<file path="src/rtl/t_min_sec_pkg.sv">
// Shared constants and digit helpers for the minute/second counter.
// Binary-to-tens/ones split and 7-segment lookup live here so every digit uses the same table.
package t_min_sec_pkg;

  localparam logic [5:0] SEC_MAX = 6'd59;
  localparam logic [5:0] MIN_MAX = 6'd59;

  // Active-low segments, bit order {g,f,e,d,c,b,a}.
  localparam logic [6:0] SEG_BLANK = 7'h7F;

  typedef struct packed {
    logic [3:0] tens;
    logic [3:0] ones;
  } bcd2_t;

  // Split a 0..59 binary value into tens/ones; out-of-range inputs show as 5x.
  function automatic bcd2_t split_bcd(input logic [5:0] v);
    bcd2_t      r;
    logic [5:0] base;
    if (v >= 6'd50) begin
      r.tens = 4'd5;
      base   = 6'd50;
    end else if (v >= 6'd40) begin
      r.tens = 4'd4;
      base   = 6'd40;
    end else if (v >= 6'd30) begin
      r.tens = 4'd3;
      base   = 6'd30;
    end else if (v >= 6'd20) begin
      r.tens = 4'd2;
      base   = 6'd20;
    end else if (v >= 6'd10) begin
      r.tens = 4'd1;
      base   = 6'd10;
    end else begin
      r.tens = 4'd0;
      base   = 6'd0;
    end
    r.ones = 4'(v - base);
    return r;
  endfunction

  function automatic logic [6:0] seg7(input logic [3:0] d);
    logic [6:0] s;
    unique case (d)
      4'd0:    s = 7'h40;
      4'd1:    s = 7'h79;
      4'd2:    s = 7'h24;
      4'd3:    s = 7'h30;
      4'd4:    s = 7'h19;
      4'd5:    s = 7'h12;
      4'd6:    s = 7'h02;
      4'd7:    s = 7'h78;
      4'd8:    s = 7'h00;
      4'd9:    s = 7'h10;
      default: s = SEG_BLANK;
    endcase
    return s;
  endfunction

endpackage

</file>
<file path="src/rtl/t_min_sec_if.sv">
// Control/status bundle between the minute/second counter and its user.
// The master drives run and the buttons; the slave (counter) drives time, carry and digits.
interface t_min_sec_if;
  logic       run;
  logic       control0;
  logic       control1;
  logic       adj_sel;
  logic       equal60;
  logic       disable_hour;
  logic [5:0] sec;
  logic [5:0] min;
  logic       tick_1hz;
  logic [6:0] led_s1;
  logic [6:0] led_s2;
  logic [6:0] led_m1;
  logic [6:0] led_m2;

  modport master (
    output run, control0, control1, adj_sel,
    input  equal60, disable_hour, sec, min, tick_1hz, led_s1, led_s2, led_m1, led_m2
  );

  modport slave (
    input  run, control0, control1, adj_sel,
    output equal60, disable_hour, sec, min, tick_1hz, led_s1, led_s2, led_m1, led_m2
  );
endinterface

</file>
<file path="src/rtl/t_min_sec_prescaler.sv">
// CLK_HZ divider producing a one-cycle tick; run freezes the count, clr_i restarts the second.
module t_min_sec_prescaler #(
  parameter int unsigned CLK_HZ = 50_000_000
) (
  input  logic clk_i,
  input  logic rst_ni,
  input  logic run_i,
  input  logic clr_i,
  output logic tick_o
);

  localparam int unsigned CW = (CLK_HZ > 1) ? $clog2(CLK_HZ) : 1;
  localparam logic [CW-1:0] CntMax = CW'(CLK_HZ - 1);

  logic [CW-1:0] cnt_q, cnt_d;

  assign tick_o = run_i && (cnt_q == CntMax);

  always_comb begin
    cnt_d = cnt_q;
    if (clr_i) begin
      cnt_d = '0;
    end else if (run_i) begin
      cnt_d = (cnt_q >= CntMax) ? '0 : cnt_q + CW'(1);
    end
  end

  always_ff @(posedge clk_i or negedge rst_ni) begin
    if (!rst_ni) begin
      cnt_q <= '0;
    end else begin
      cnt_q <= cnt_d;
    end
  end

endmodule

</file>
<file path="src/rtl/t_min_sec.sv">
// Minute/second counter with 1 Hz timebase, hour-carry pulse, button adjust and 7-seg digits.
module t_min_sec
  import t_min_sec_pkg::*;
#(
  parameter int unsigned CLK_HZ    = 50_000_000,
  parameter int unsigned PULSE_LEN = 4
) (
  input  logic         clk50,
  input  logic         reset,
  t_min_sec_if.slave   bus
);

  localparam int unsigned PW = $clog2(PULSE_LEN + 1);

  logic          tick;
  logic          armed_q;
  logic          fire, sec_clr, min_adj, carry, wrap_start;
  logic [5:0]    sec_q, sec_d, min_q, min_d;
  logic          equal60_q, equal60_d;
  logic [PW-1:0] pcnt_q, pcnt_d;
  logic          dis_hour_q;
  bcd2_t         s_bcd, m_bcd;

  t_min_sec_prescaler #(
    .CLK_HZ (CLK_HZ)
  ) u_prescaler (
    .clk_i  (clk50),
    .rst_ni (reset),
    .run_i  (bus.run),
    .clr_i  (sec_clr),
    .tick_o (tick)
  );

  // armed_q is simply "button was released last cycle": one action per press.
  assign fire    = ~bus.control1 & armed_q;
  assign sec_clr = fire & bus.adj_sel;
  assign min_adj = fire & ~bus.adj_sel;

  always_comb begin
    sec_d = sec_q;
    carry = 1'b0;
    if (sec_clr) begin
      sec_d = '0;
    end else if (tick) begin
      if (sec_q >= SEC_MAX) begin
        sec_d = '0;
        carry = (sec_q == SEC_MAX);
      end else begin
        sec_d = sec_q + 6'd1;
      end
    end
  end

  // A manual minute adjust swallows any carry from the same tick.
  always_comb begin
    min_d      = min_q;
    wrap_start = 1'b0;
    if (min_adj) begin
      if (bus.control0) begin
        min_d = (min_q >= MIN_MAX) ? '0 : min_q + 6'd1;
      end else if (min_q == '0) begin
        min_d = MIN_MAX;
      end else begin
        min_d = (min_q > MIN_MAX) ? '0 : min_q - 6'd1;
      end
    end else if (carry) begin
      if (min_q >= MIN_MAX) begin
        min_d      = '0;
        wrap_start = (min_q == MIN_MAX);
      end else begin
        min_d = min_q + 6'd1;
      end
    end
  end

  always_comb begin
    equal60_d = equal60_q;
    pcnt_d    = pcnt_q;
    if (equal60_q) begin
      if (pcnt_q == '0) begin
        equal60_d = 1'b0;
      end else begin
        pcnt_d = pcnt_q - PW'(1);
      end
    end else if (wrap_start) begin
      equal60_d = 1'b1;
      pcnt_d    = PW'(PULSE_LEN - 1);
    end
  end

  always_ff @(posedge clk50 or negedge reset) begin
    if (!reset) begin
      sec_q      <= '0;
      min_q      <= '0;
      equal60_q  <= 1'b0;
      pcnt_q     <= '0;
      armed_q    <= 1'b1;
      dis_hour_q <= 1'b0;
    end else begin
      sec_q      <= sec_d;
      min_q      <= min_d;
      equal60_q  <= equal60_d;
      pcnt_q     <= pcnt_d;
      armed_q    <= bus.control1;
      dis_hour_q <= ~bus.control1;
    end
  end

  assign s_bcd = split_bcd(sec_q);
  assign m_bcd = split_bcd(min_q);

  assign bus.sec          = sec_q;
  assign bus.min          = min_q;
  assign bus.equal60      = equal60_q;
  assign bus.disable_hour = dis_hour_q;
  assign bus.tick_1hz     = tick;
  assign bus.led_s1       = seg7(s_bcd.ones);
  assign bus.led_s2       = seg7(s_bcd.tens);
  assign bus.led_m1       = seg7(m_bcd.ones);
  assign bus.led_m2       = seg7(m_bcd.tens);

endmodule

</file>
<file path="src/flat_wrapper.sv">
// flat-port wrapper written by rule: the top's interface ports become plain ports
module t_min_sec_flat import t_min_sec_pkg::*;
#(
  parameter int unsigned CLK_HZ    = 50_000_000,
  parameter int unsigned PULSE_LEN = 4
)
  (clk50, reset, bus_run, bus_control0, bus_control1, bus_adj_sel, bus_equal60, bus_disable_hour, bus_sec, bus_min, bus_tick_1hz, bus_led_s1, bus_led_s2, bus_led_m1, bus_led_m2);
  t_min_sec_if bus_i ();
  input  logic clk50;
  input  logic reset;
  input wire logic [$bits(bus_i.run)-1:0] bus_run;
  input wire logic [$bits(bus_i.control0)-1:0] bus_control0;
  input wire logic [$bits(bus_i.control1)-1:0] bus_control1;
  input wire logic [$bits(bus_i.adj_sel)-1:0] bus_adj_sel;
  output wire logic [$bits(bus_i.equal60)-1:0] bus_equal60;
  output wire logic [$bits(bus_i.disable_hour)-1:0] bus_disable_hour;
  output wire logic [$bits(bus_i.sec)-1:0] bus_sec;
  output wire logic [$bits(bus_i.min)-1:0] bus_min;
  output wire logic [$bits(bus_i.tick_1hz)-1:0] bus_tick_1hz;
  output wire logic [$bits(bus_i.led_s1)-1:0] bus_led_s1;
  output wire logic [$bits(bus_i.led_s2)-1:0] bus_led_s2;
  output wire logic [$bits(bus_i.led_m1)-1:0] bus_led_m1;
  output wire logic [$bits(bus_i.led_m2)-1:0] bus_led_m2;
  assign bus_i.run = bus_run;
  assign bus_i.control0 = bus_control0;
  assign bus_i.control1 = bus_control1;
  assign bus_i.adj_sel = bus_adj_sel;
  assign bus_equal60 = bus_i.equal60;
  assign bus_disable_hour = bus_i.disable_hour;
  assign bus_sec = bus_i.sec;
  assign bus_min = bus_i.min;
  assign bus_tick_1hz = bus_i.tick_1hz;
  assign bus_led_s1 = bus_i.led_s1;
  assign bus_led_s2 = bus_i.led_s2;
  assign bus_led_m1 = bus_i.led_m1;
  assign bus_led_m2 = bus_i.led_m2;
  t_min_sec #(.CLK_HZ(CLK_HZ), .PULSE_LEN(PULSE_LEN)) u_core (.clk50(clk50), .reset(reset), .bus(bus_i));
endmodule
</file>
<file path="config.mk">
export PLATFORM = sky130hd
export DESIGN_NAME = t_min_sec_flat
export DESIGN_NICKNAME = d
export VERILOG_FILES = /design/src/rtl/t_min_sec_pkg.sv /design/src/rtl/t_min_sec_if.sv /design/src/rtl/t_min_sec_prescaler.sv /design/src/rtl/t_min_sec.sv /design/src/flat_wrapper.sv
export SDC_FILE = /design/constraint.sdc
export NUM_CORES = 1
export LEC_CHECK = 0
export ABC_AREA = 1
export CELL_PAD_IN_SITES_DETAIL_PLACEMENT = 1
export CELL_PAD_IN_SITES_GLOBAL_PLACEMENT = 1
export CORE_ASPECT_RATIO = 1.1
export CORE_UTILIZATION = 30
export CTS_CLUSTER_DIAMETER = 40
export CTS_CLUSTER_SIZE = 8
export DETAILED_ROUTE_END_ITERATION = 12
export HOLD_SLACK_MARGIN = 0.08
export PLACE_DENSITY_LB_ADDON = 0.2
export SLEW_MARGIN = 10
export SYNTH_ARGS = -nofsm -noshare
export SYNTH_HDL_FRONTEND = slang
export SYNTH_SLANG_ARGS = --single-unit
export TNS_END_PERCENT = 1
</file>
<file path="constraint.sdc">
create_clock -name clk50 -period 4.8 [get_ports clk50]
set_input_delay 1.44 -clock clk50 [delete_from_list [all_inputs] [get_ports clk50]]
set_output_delay 1.44 -clock clk50 [all_outputs]
set_load 0.01 [all_outputs]
</file>
Word level (Yosys, flattened, before mapping)
Memories as Yosys holds them, arrays and structs flattened. Cells that the tools add are included.

Bits in registers: 44. Input port bits: 6. Logic and storage cells: 93. Memories kept: 4. Memory bits (read-only): 448.

Add/subtract/negate cells: 7. Reduce and logical (&&, ||, !) cells: 8. Muxes and demuxes: 44. Magnitude comparators: 14. Bitwise operators: 5. Equality and inequality tests: 4.

Memory list: (name not given) (words 16, bits a word 7, read ports 1, clocked after memory_dff 0, write ports 0, line t_min_sec_pkg.sv:45) `unique case (d)`; (name not given) (words 16, bits a word 7, read ports 1, clocked after memory_dff 0, write ports 0, line t_min_sec_pkg.sv:45); (name not given) (words 16, bits a word 7, read ports 1, clocked after memory_dff 0, write ports 0, line t_min_sec_pkg.sv:45); (name not given) (words 16, bits a word 7, read ports 1, clocked after memory_dff 0, write ports 0, line t_min_sec_pkg.sv:45).

Operators with widths (number): $mux 26 (3); $mux 4 (18); $mux 6 (9); $ge 6x6->1 const B (6); $add 26x1->26 const B (1); $eq 26x26->1 const B (1); $ge 26x26->1 const B (1); $ge 6x5->1 const B (4); $add 6x1->6 const B (2); $eq 6x6->1 const B (2); $ge 6x4->1 const B (2); $mux 1 (11); $mux 3 (3); $reduce_bool 2->1 (4); $sub 4x4->4 (2); $gt 6x6->1 const B (1); $logic_not 6->1 (1); $sub 6x1->6 const B (1); $and 1x1->1 (3); $logic_not 3->1 (1); $sub 3x1->3 const B (1); $ne 2x2->1 const B (1); $not 1->1 (2); $reduce_and 2->1 (1); $logic_and 1x1->1 (1).

Depth between registers and ports, before layout
Gate-level depths: netlist of run 1.

Word-level depth: 8. Depth in mapped cells: 17. Mapped depth without buffers: 16.

Hierarchy
From an unflattened synthesis of run 1, not the netlist that was laid out.

Cells, all modules: 642. Area, all modules: 4162.7 µm².

By module, submodules not included: t_min_sec (instances 1, cells an instance 323, area each 2154.6 µm²); t_min_sec_prescaler (instances 1, cells an instance 319, area each 2008.2 µm²).

Least setup slack after synthesis of run 1
OpenSTA, ideal clock, no wires.

Kind: flip-flop to output port. Start: register u_core.sec_q[0] (netlist: u_core.bus.sec[0]). End: output bus_led_s1[0]. Cell stages (with the launch flop): 16. Data required time: 3.360 ns. Slack: 0.693 ns. Arrival time: 2.667 ns. Cell sequence: dfrtp_1 -> inv_1 -> ha_1 -> nor2_1 -> nor2_1 -> o21ai_1 -> nand2_1 -> nand2_1 -> nand2_1 -> ha_1 -> fa_1 -> xor2_1 -> nand3b_2 -> nand2_1 -> nand2_2 -> nand2_1.

Longest elaborated chain between the ends: 8. Elaborated cells on any way between the ends: 12.

Ends and longest elaborated chain: start: declaration (line t_min_sec.sv:18) `logic [5:0] sec_q, sec_d, min_q, min_d;`; start signal: assignment (line t_min_sec.sv:93) `sec_q <= '0;`; start signal: assignment (line t_min_sec.sv:100) `sec_q <= sec_d;`; $ge 6x4->1 (line t_min_sec_pkg.sv:32) `end else if (v >= 6'd10) begin`; $mux 4 (line t_min_sec_pkg.sv:32); $mux 4 (line t_min_sec_pkg.sv:29) `end else if (v >= 6'd20) begin`; $mux 4 (line t_min_sec_pkg.sv:26) `end else if (v >= 6'd30) begin`; $mux 4 (line t_min_sec_pkg.sv:23) `end else if (v >= 6'd40) begin`; $mux 4 (line t_min_sec_pkg.sv:20) `if (v >= 6'd50) begin`; $sub 4x4->4 * (line t_min_sec_pkg.sv:39) `r.ones = 4'(v - base);`; $mem_v2 16x7 *; end: declaration (line flat_wrapper.sv:20) `output wire logic [$bits(bus_i.led_s1)-1:0] bus_led_s1;`.

Every way passes the cells marked *; elsewhere a longest branch is shown, timed or not.

Worst setup path after layout of run 1
Start: register u_core.min_q[1] (netlist: u_core.bus.min[1]). End: output bus_led_m1[5].

Longest elaborated chain between the ends: 8. Elaborated cells on any way between the ends: 12.

Ends and longest elaborated chain: start: declaration (line t_min_sec.sv:18); start signal: assignment (line t_min_sec.sv:101) `min_q <= min_d;`; $ge 6x4->1 (line t_min_sec_pkg.sv:32); $mux 4 (line t_min_sec_pkg.sv:32); $mux 4 (line t_min_sec_pkg.sv:29); $mux 4 (line t_min_sec_pkg.sv:26); $mux 4 (line t_min_sec_pkg.sv:23); $mux 4 (line t_min_sec_pkg.sv:20); $sub 4x4->4 * (line t_min_sec_pkg.sv:39); $mem_v2 16x7 *; end: declaration (line flat_wrapper.sv:22) `output wire logic [$bits(bus_i.led_m1)-1:0] bus_led_m1;`.

Marked as above.

==> impl_metrics.ini, run 1 <==
[outcome]
outcome = complete, but fails checks
failing_checks = DRC

[timing]
transition_at_the_pin_with_the_smallest_max_transition_slack_ns = 1.06
report.final.setup_viol = 0
final_min_period_over_clock_period_pct = 98.5
fmaxAchievable_ghz = 0.212
worst_hold_margin_ns = 0.483
grt_setup_unrepaired = yes
clock_skew_ns = 0.00842
final_ws_setup_ns = 0.0737
final_hold_viol_count = 0
timing.final.crit_period_ns = 4.73
maxSlewViolCount = 0
timing.slew.headroom_pct = 29.4

[yosys]
synth.distinct_cells = 41
yosys-top-cells-count = 184 x nand2_1, 60 x nor2_1, 55 x inv_1
synth_top_flop_cell = dfrtp_1
most_instantiated_library_cell_after_synthesis = nand2_1
dominant_cell_type_by_area_after_synthesis = dfrtp_1
syn-instance-count = 585
synth-async-reset-ratio_pct = 100
post_synth_instance_area_sq_um = 3970
synth.yosys.seq_area_share_pct = 27.8
postSynthRegisterBits = 44
number_of_enable_flip_flop_cells_after_synthesis = 0
warnings_from_yosys = 0
synth.top_cell.area_share_pct = 27.1
post_syn_nets = 625
yosys-top-cells-area = dfrtp_1 27%, nand2_1 17%, ha_1 10%
synthesis.area_per_instance_sq_um = 6.79

[route]
drt_drc_violations_left = 4
post_route_ant_nets = 0
highest_layer = met4
via_total_after_detailed_routing = 3883
route.final.wire_length_microns = 11200
met1Wirelength_microns = 5120
wl_met2_microns = 5760
met3RoutedLength_microns = 248
vias_per_cell = 4.84
first_iter_violations = 108
drt-wirelength-per-cell_microns = 14.0
dr.pass1.iters = 8

[worst_setup_path]
worst_setup_path_end_kind = output port
setup.reg_to_reg.worst_slack_ns = 2.75
timing.rr.end = u_core.u_prescaler.cnt_q[7]
worst_ep_arrival_time_ns = 3.29
worstPathRequired_ns = 3.36
critPathCapture = bus_led_m1[5]
worstReg2RegStart = u_core.armed_q
worstSetupStartpoint = u_core.bus.min[1]
crit_fanout = 8
critical_path_launch_point_type = flip-flop
worst-setup-path-type = reg -> out
ff2ff_path_depth = 7

[pwr]
vdd_ir_drop_max_mv = 0.286
power-per-cell-area_nw_per_um2 = 516
static-leakage-power_uw = 0.00241
report.power.total_uw = 2520

[final_layout]
utilization_pct = 38.3
cell_count_final_fillers_out = 803
final_nets = 685
antenna_cells = 0
syn_to_final_growth_pct = 23.1
layout-drive-gt1-share_pct = 15.2

[run]
timing.max_cap.violations = 0

[floorplan]
initial_utilization_pct = 31.1
die_area_sq_um = 13700
core_region_area_sq_um = 12800
die_h_microns = 123
num_io_pins = 49
row_count = 43
die_w_microns = 112

[clocking]
cts_sink_cnt = 44
cts-root-buf = clkbuf_16
cts-buffers-inserted = 5
buffer_depth_of_the_longest_clock_path = 2
clock_slew_at_reported_path_ffs_ns = 0.06
cts_tree = done
htree_levels = 2
worst_skew_pair_later_pin_latency_ns = 0.29

[grt]
grt_pass1_vias = 4036
largest_net_degree_at_the_start_of_global_routing = 45
grt_util_all_layers_pct = 17.2
wire_length_of_the_first_global_routing_pass_microns = 19300
grt_antenna_before_repair = 0
grt_remaining_overflow = 0

[hold_path]
min-delay-path-class = reg -> reg

[place]
gp_congestion = 0.834
placement.setup.worst_slack_ns = 0.163
io_buffers = 48
place.detailed.instances = 789
dp_hpwl_microns = 8730
[stage by stage]
| step | setup TNS (ns) | instance area, sq um |
|---|---|---|
| 3_3_place_gp | 0 | 4640 |
| 6_report | 0 | 4890 |
| 5_1_grt | -0.667 | 4890 |
| 3_5_place_dp | 0 | 4640 |
| 2_1_floorplan | 0 | 3970 |
| 4_1_cts | 0 | 4810 |
[worst min path at each step]
stage,start,end,slack (ns),cells after the start
floorplan,u_core.pcnt_q[0],u_core.pcnt_q[0],0.45,2
global placement,u_core.pcnt_q[0],u_core.pcnt_q[0],0.46,2
detailed placement,u_core.pcnt_q[0],u_core.pcnt_q[0],0.47,2
CTS,u_core.pcnt_q[0],u_core.pcnt_q[0],0.49,2
global route,u_core.pcnt_q[0],u_core.pcnt_q[0],0.50,2
finish,u_core.pcnt_q[0],u_core.pcnt_q[0],0.48,2
[power by group]
part | total [uW] | switching (uW) | internal [uW]
Combinational | 1680 | 870 | 806
Sequential | 484 | 70.0 | 414
Clock | 362 | 155 | 208
Total | 2520 | 1090 | 1430
[per-layer routing]
metal / vias up / GRT usage (%)
li1: 1970 / -
met4: 0 / 4.48
met1: 1859 / 21.2
met2: 48 / 32.1
met5: - / 0
met3: 6 / 1.73
[kinds of logic (layout without fill, tap and decap cells)]
group	Yosys count	count (layout)	synth area share, %
XOR/XNOR	26	26	5.74
AO/OA/AOI/OAI	45	45	6.24
adder cells (fa/ha/maj)	34	34	11.1
flip-flops	44	44	27.8
buffers and inverters	79	140	8.10
AND/OR/NAND/NOR	357	357	41.1
[what timing repair did]
action,4_1_cts,5_1_grt
cloned,0,0
pin swaps,1,1
setup buffers,0,6
hold buffers,0,0
resized for setup,19,10
endpoints found under the setup margin,14,13
[critical path: stages, from the launching register on]
cell and delay [ns]:
dfrtp_2 0.46, inv_1 0.15, nor3_2 0.28, nor2_1 0.08
nand2_1 0.13, nand2_1 0.09, nand2_2 0.11, ha_1 0.18
fa_2 0.49, inv_1 0.16, nand2_1 0.09, o21ai_1 0.09
nand3_1 0.09, nand2_1 0.07, clkdlybuf4s50_1 0.52
[registers in the layout, indices dropped and copies added, names as in the netlist]
| name | count |
|---|---|
| u_core.armed_q | 1 |
| u_core.bus.min | 6 |
| u_core.pcnt_q | 3 |
| u_core.bus.disable_hour | 1 |
| u_core.bus.equal60 | 1 |
| u_core.bus.sec | 6 |
| u_core.u_prescaler.cnt_q | 26 |
[cell type report]
class                      instances  area (sq um)
multi-input combinational        462          2590
clock inverter                     1          7.51
timing repair buffer              60           569
fill                            1650          7860
sequential                        44          1110
tap                              157           196
clock buffer                       7           143
inverter                          72           272
[cells in the final DEF, fill, tap and decap left out, types with 12 or more instances in the layout]
cell type / synthesis / final
buf_4: 0 / 12
clkdlybuf4s50_1: 0 / 38
dfrtp_1: 43 / 38
ha_1: 32 / 31
inv_1: 55 / 54
inv_2: 16 / 17
nand2_1: 184 / 180
nand2_2: 12 / 15
nand3_1: 44 / 44
nor2_1: 60 / 60
nor2_2: 16 / 16
o21ai_0: 26 / 24
xor2_1: 22 / 21
(Power assumes the default switching activity.)
==> run 2: changes to the inputs <==
- CORE_UTILIZATION: 30 -> 41
==> run 2 against run 1 <==
  * The run now ends clean
  * Count of clock-buffer cells in the layout down 1
  * Maximum frequency down 1.3%
  * Core utilization up 13 points
  * Critical path depth up 1
  * Via count up 1.9%
  * Combinational power up 3%
  * Largest cell class unchanged
  * Cell area down 1.7%
  * First-iteration DRC count up 11%
  * Setup slack worse by 0.061 ns
  * Sequential power about the same
  * Die area down 26%
  * Largest power group unchanged
  * Register-to-register slack worse by 0.02 ns
  * Highest routed layer unchanged
==> impl_metrics.ini, run 2 (synthesis results as in run 1) <==
[outcome]
outcome = completed

[clocking]
cts-root-buf = clkbuf_8
cts_tree = done
worst_skew_pair_later_pin_latency_ns = 0.31
htree_levels = 2
cts_sink_cnt = 44
buffer_depth_of_the_longest_clock_path = 2
cts-buffers-inserted = 5
clock_slew_at_reported_path_ffs_ns = 0.09
hold_buffers = 0

[timing]
timing.slew.headroom_pct = 30.6
final_hold_viol_count = 0
clock_skew_ns = 0.00960
maxSlewViolCount = 0
fmaxAchievable_ghz = 0.209
transition_at_the_pin_with_the_smallest_max_transition_slack_ns = 1.04
report.final.setup_viol = 0
grt_setup_unrepaired = yes
timing.final.crit_period_ns = 4.79
final_min_period_over_clock_period_pct = 99.7

[place]
placed_area_sq_um = 4600
dp_hpwl_microns = 8720
gp_congestion = 0.888
io_buffers = 48
place.detailed.instances = 751

[route]
post_route_ant_nets = 0
drt_drc_violations_left = 0
vias_per_cell = 5.18
drt-wirelength-per-cell_microns = 14.9
first_iter_violations = 120
dr.pass1.iters = 4
route.final.wire_length_microns = 11400
via_total_after_detailed_routing = 3958

[grt]
largest_net_degree_at_the_start_of_global_routing = 45
met3_capacity_usage_during_global_routing_pct = 3.13
grt_antenna_before_repair = 0
gr-usage-met1_pct = 30.9
grt-busiest-layer = met2
use_met2_pct = 44.0
grt_util_all_layers_pct = 24.6
grt_remaining_overflow = 0
wire_length_of_the_first_global_routing_pass_microns = 19500
grt_pass1_vias = 4143

[worst_setup_path]
cp_cell_sequence = ha_1 > nor2_1 > nor2_1 > o21ai_1 > nand2_2 > nand2_1 > nand2_2 > ha_2 > fa_2 > xor2_1 > nand3b_4 > nand2_1 > nand2_2 > nand2_1 > clkdlybuf4s50_1
crit_fanout = 7
critical_path.max_stage_delay_ns = 0.53
crit_slowest_cell = clkdlybuf4s50_1
worstSetupStartpoint = u_core.bus.sec[1]
worst_setup_path_end_kind = output port
critical_path_launch_point_type = flip-flop
worst_ep_arrival_time_ns = 3.35
worstPathRequired_ns = 3.36
worst-setup-path-type = reg -> out
worstReg2RegStart = u_core.armed_q

[floorplan]
num_io_pins = 49
initial_utilization_pct = 42.2
die_w_microns = 95.8
core_region_area_sq_um = 9400
die_area_sq_um = 10100
row_count = 37
die_h_microns = 105

[final_layout]
final_nets = 686
postLayoutCellArea_sq_um = 4800
layout.cells.most_common = nand2_1
syn_to_final_growth_pct = 21.0
antenna_cells = 0
regMostFlops = u_core.u_prescaler.cnt_q
largest_register_ff_count = 26
layout_common_cells = 182 x nand2_1, 59 x nor2_1, 53 x inv_1, 44 x nand3_1, 43 x clkdlybuf4s50_1
cell_count_final_fillers_out = 764
layout-drive-gt1-share_pct = 15.3

[pwr]
vdd_ir_drop_max_mv = 0.426
power-per-cell-area_nw_per_um2 = 526
static-leakage-power_uw = 0.00236

[run]
timing.max_cap.violations = 0

[hold_path]
min-delay-path-class = reg -> reg
hp-start = u_core.pcnt_q[0]
## run 2: cell count changes in the layout (fill, tap and decap cells not counted), sizes merged
cell / change
buf: +1
bufinv: +1
clkbuf: -1
clkdlybuf4s50: +5
clkinv: +1
clkinvlp: -1
dlygate4sd2: -3
dlymetal6s2s: -2
## run 2: layout make-up
| type | count | area [sq um] |
|---|---|---|
| Clock buffer | 6 | 82.6 |
| Fill cell | 1244 | 4590 |
| Tap cell | 117 | 146 |
| Multi-Input combinational cell | 462 | 2580 |
| Inverter | 72 | 272 |
| Sequential cell | 44 | 1110 |
| Clock inverter | 2 | 38.8 |
| Timing Repair Buffer | 61 | 576 |
## run 2: repair_timing
item / CTS / global route
pin swaps: 1 / 0
gates cloned: 0 / 0
buffers inserted: 5 / 0
endpoints found under the setup margin: 14 / 14
resized for setup: 17 / 6
## run 2: report_power, final
group | switching, uW | internal (uW)
clock network | 144 | 170
registers | 67.9 | 415
logic | 884 | 845
## run 2: worst max-delay path, delay by kind of cell, from the launching register on
kind	cells	cell delay [ns]
adder cells (fa/ha/maj)	3	0.77
XOR/XNOR	1	0.17
AO/OA/AOI/OAI	1	0.14
AND/OR/NAND/NOR	9	0.94
buffers and inverters	1	0.53
flip-flops	1	0.47
## run 2: worst paths after layout
check | end | slack [ns] | cells past startpoint
max in group asynchronous | u_core.bus.min[4] | 2.77 | 1
worst min-delay path | u_core.pcnt_q[0] | 0.50 | 2
worst max register to register | u_core.u_prescaler.cnt_q[7] | 2.73 | 7
min in group asynchronous | u_core.u_prescaler.cnt_q[21] | 1.29 | 1
worst min register to register | u_core.pcnt_q[0] | 0.50 | 2
worst max-delay path | bus_led_s1[2] | 0.01 | 15
## run 2: routing by layer
metal,up-vias,wire [microns]
met5,-,0
met4,0,112
met3,7,297
met2,55,5920
met1,1934,5050
li1,1962,-
## run 2: stage by stage
step	setup TNS (ns)	util (%)	power, uW	setup WS [ns]	hold WS (ns)
2_1_floorplan	0	-	1430	0.693	0.449
6_report	0	51.1	2530	0.0129	0.497
3_5_place_dp	0	49.0	2180	0.184	0.475
3_3_place_gp	0	49.0	2110	0.287	0.464
4_1_cts	0	51.0	2550	0.0000397	0.498
5_1_grt	-1.72	51.1	2790	-0.231	0.519
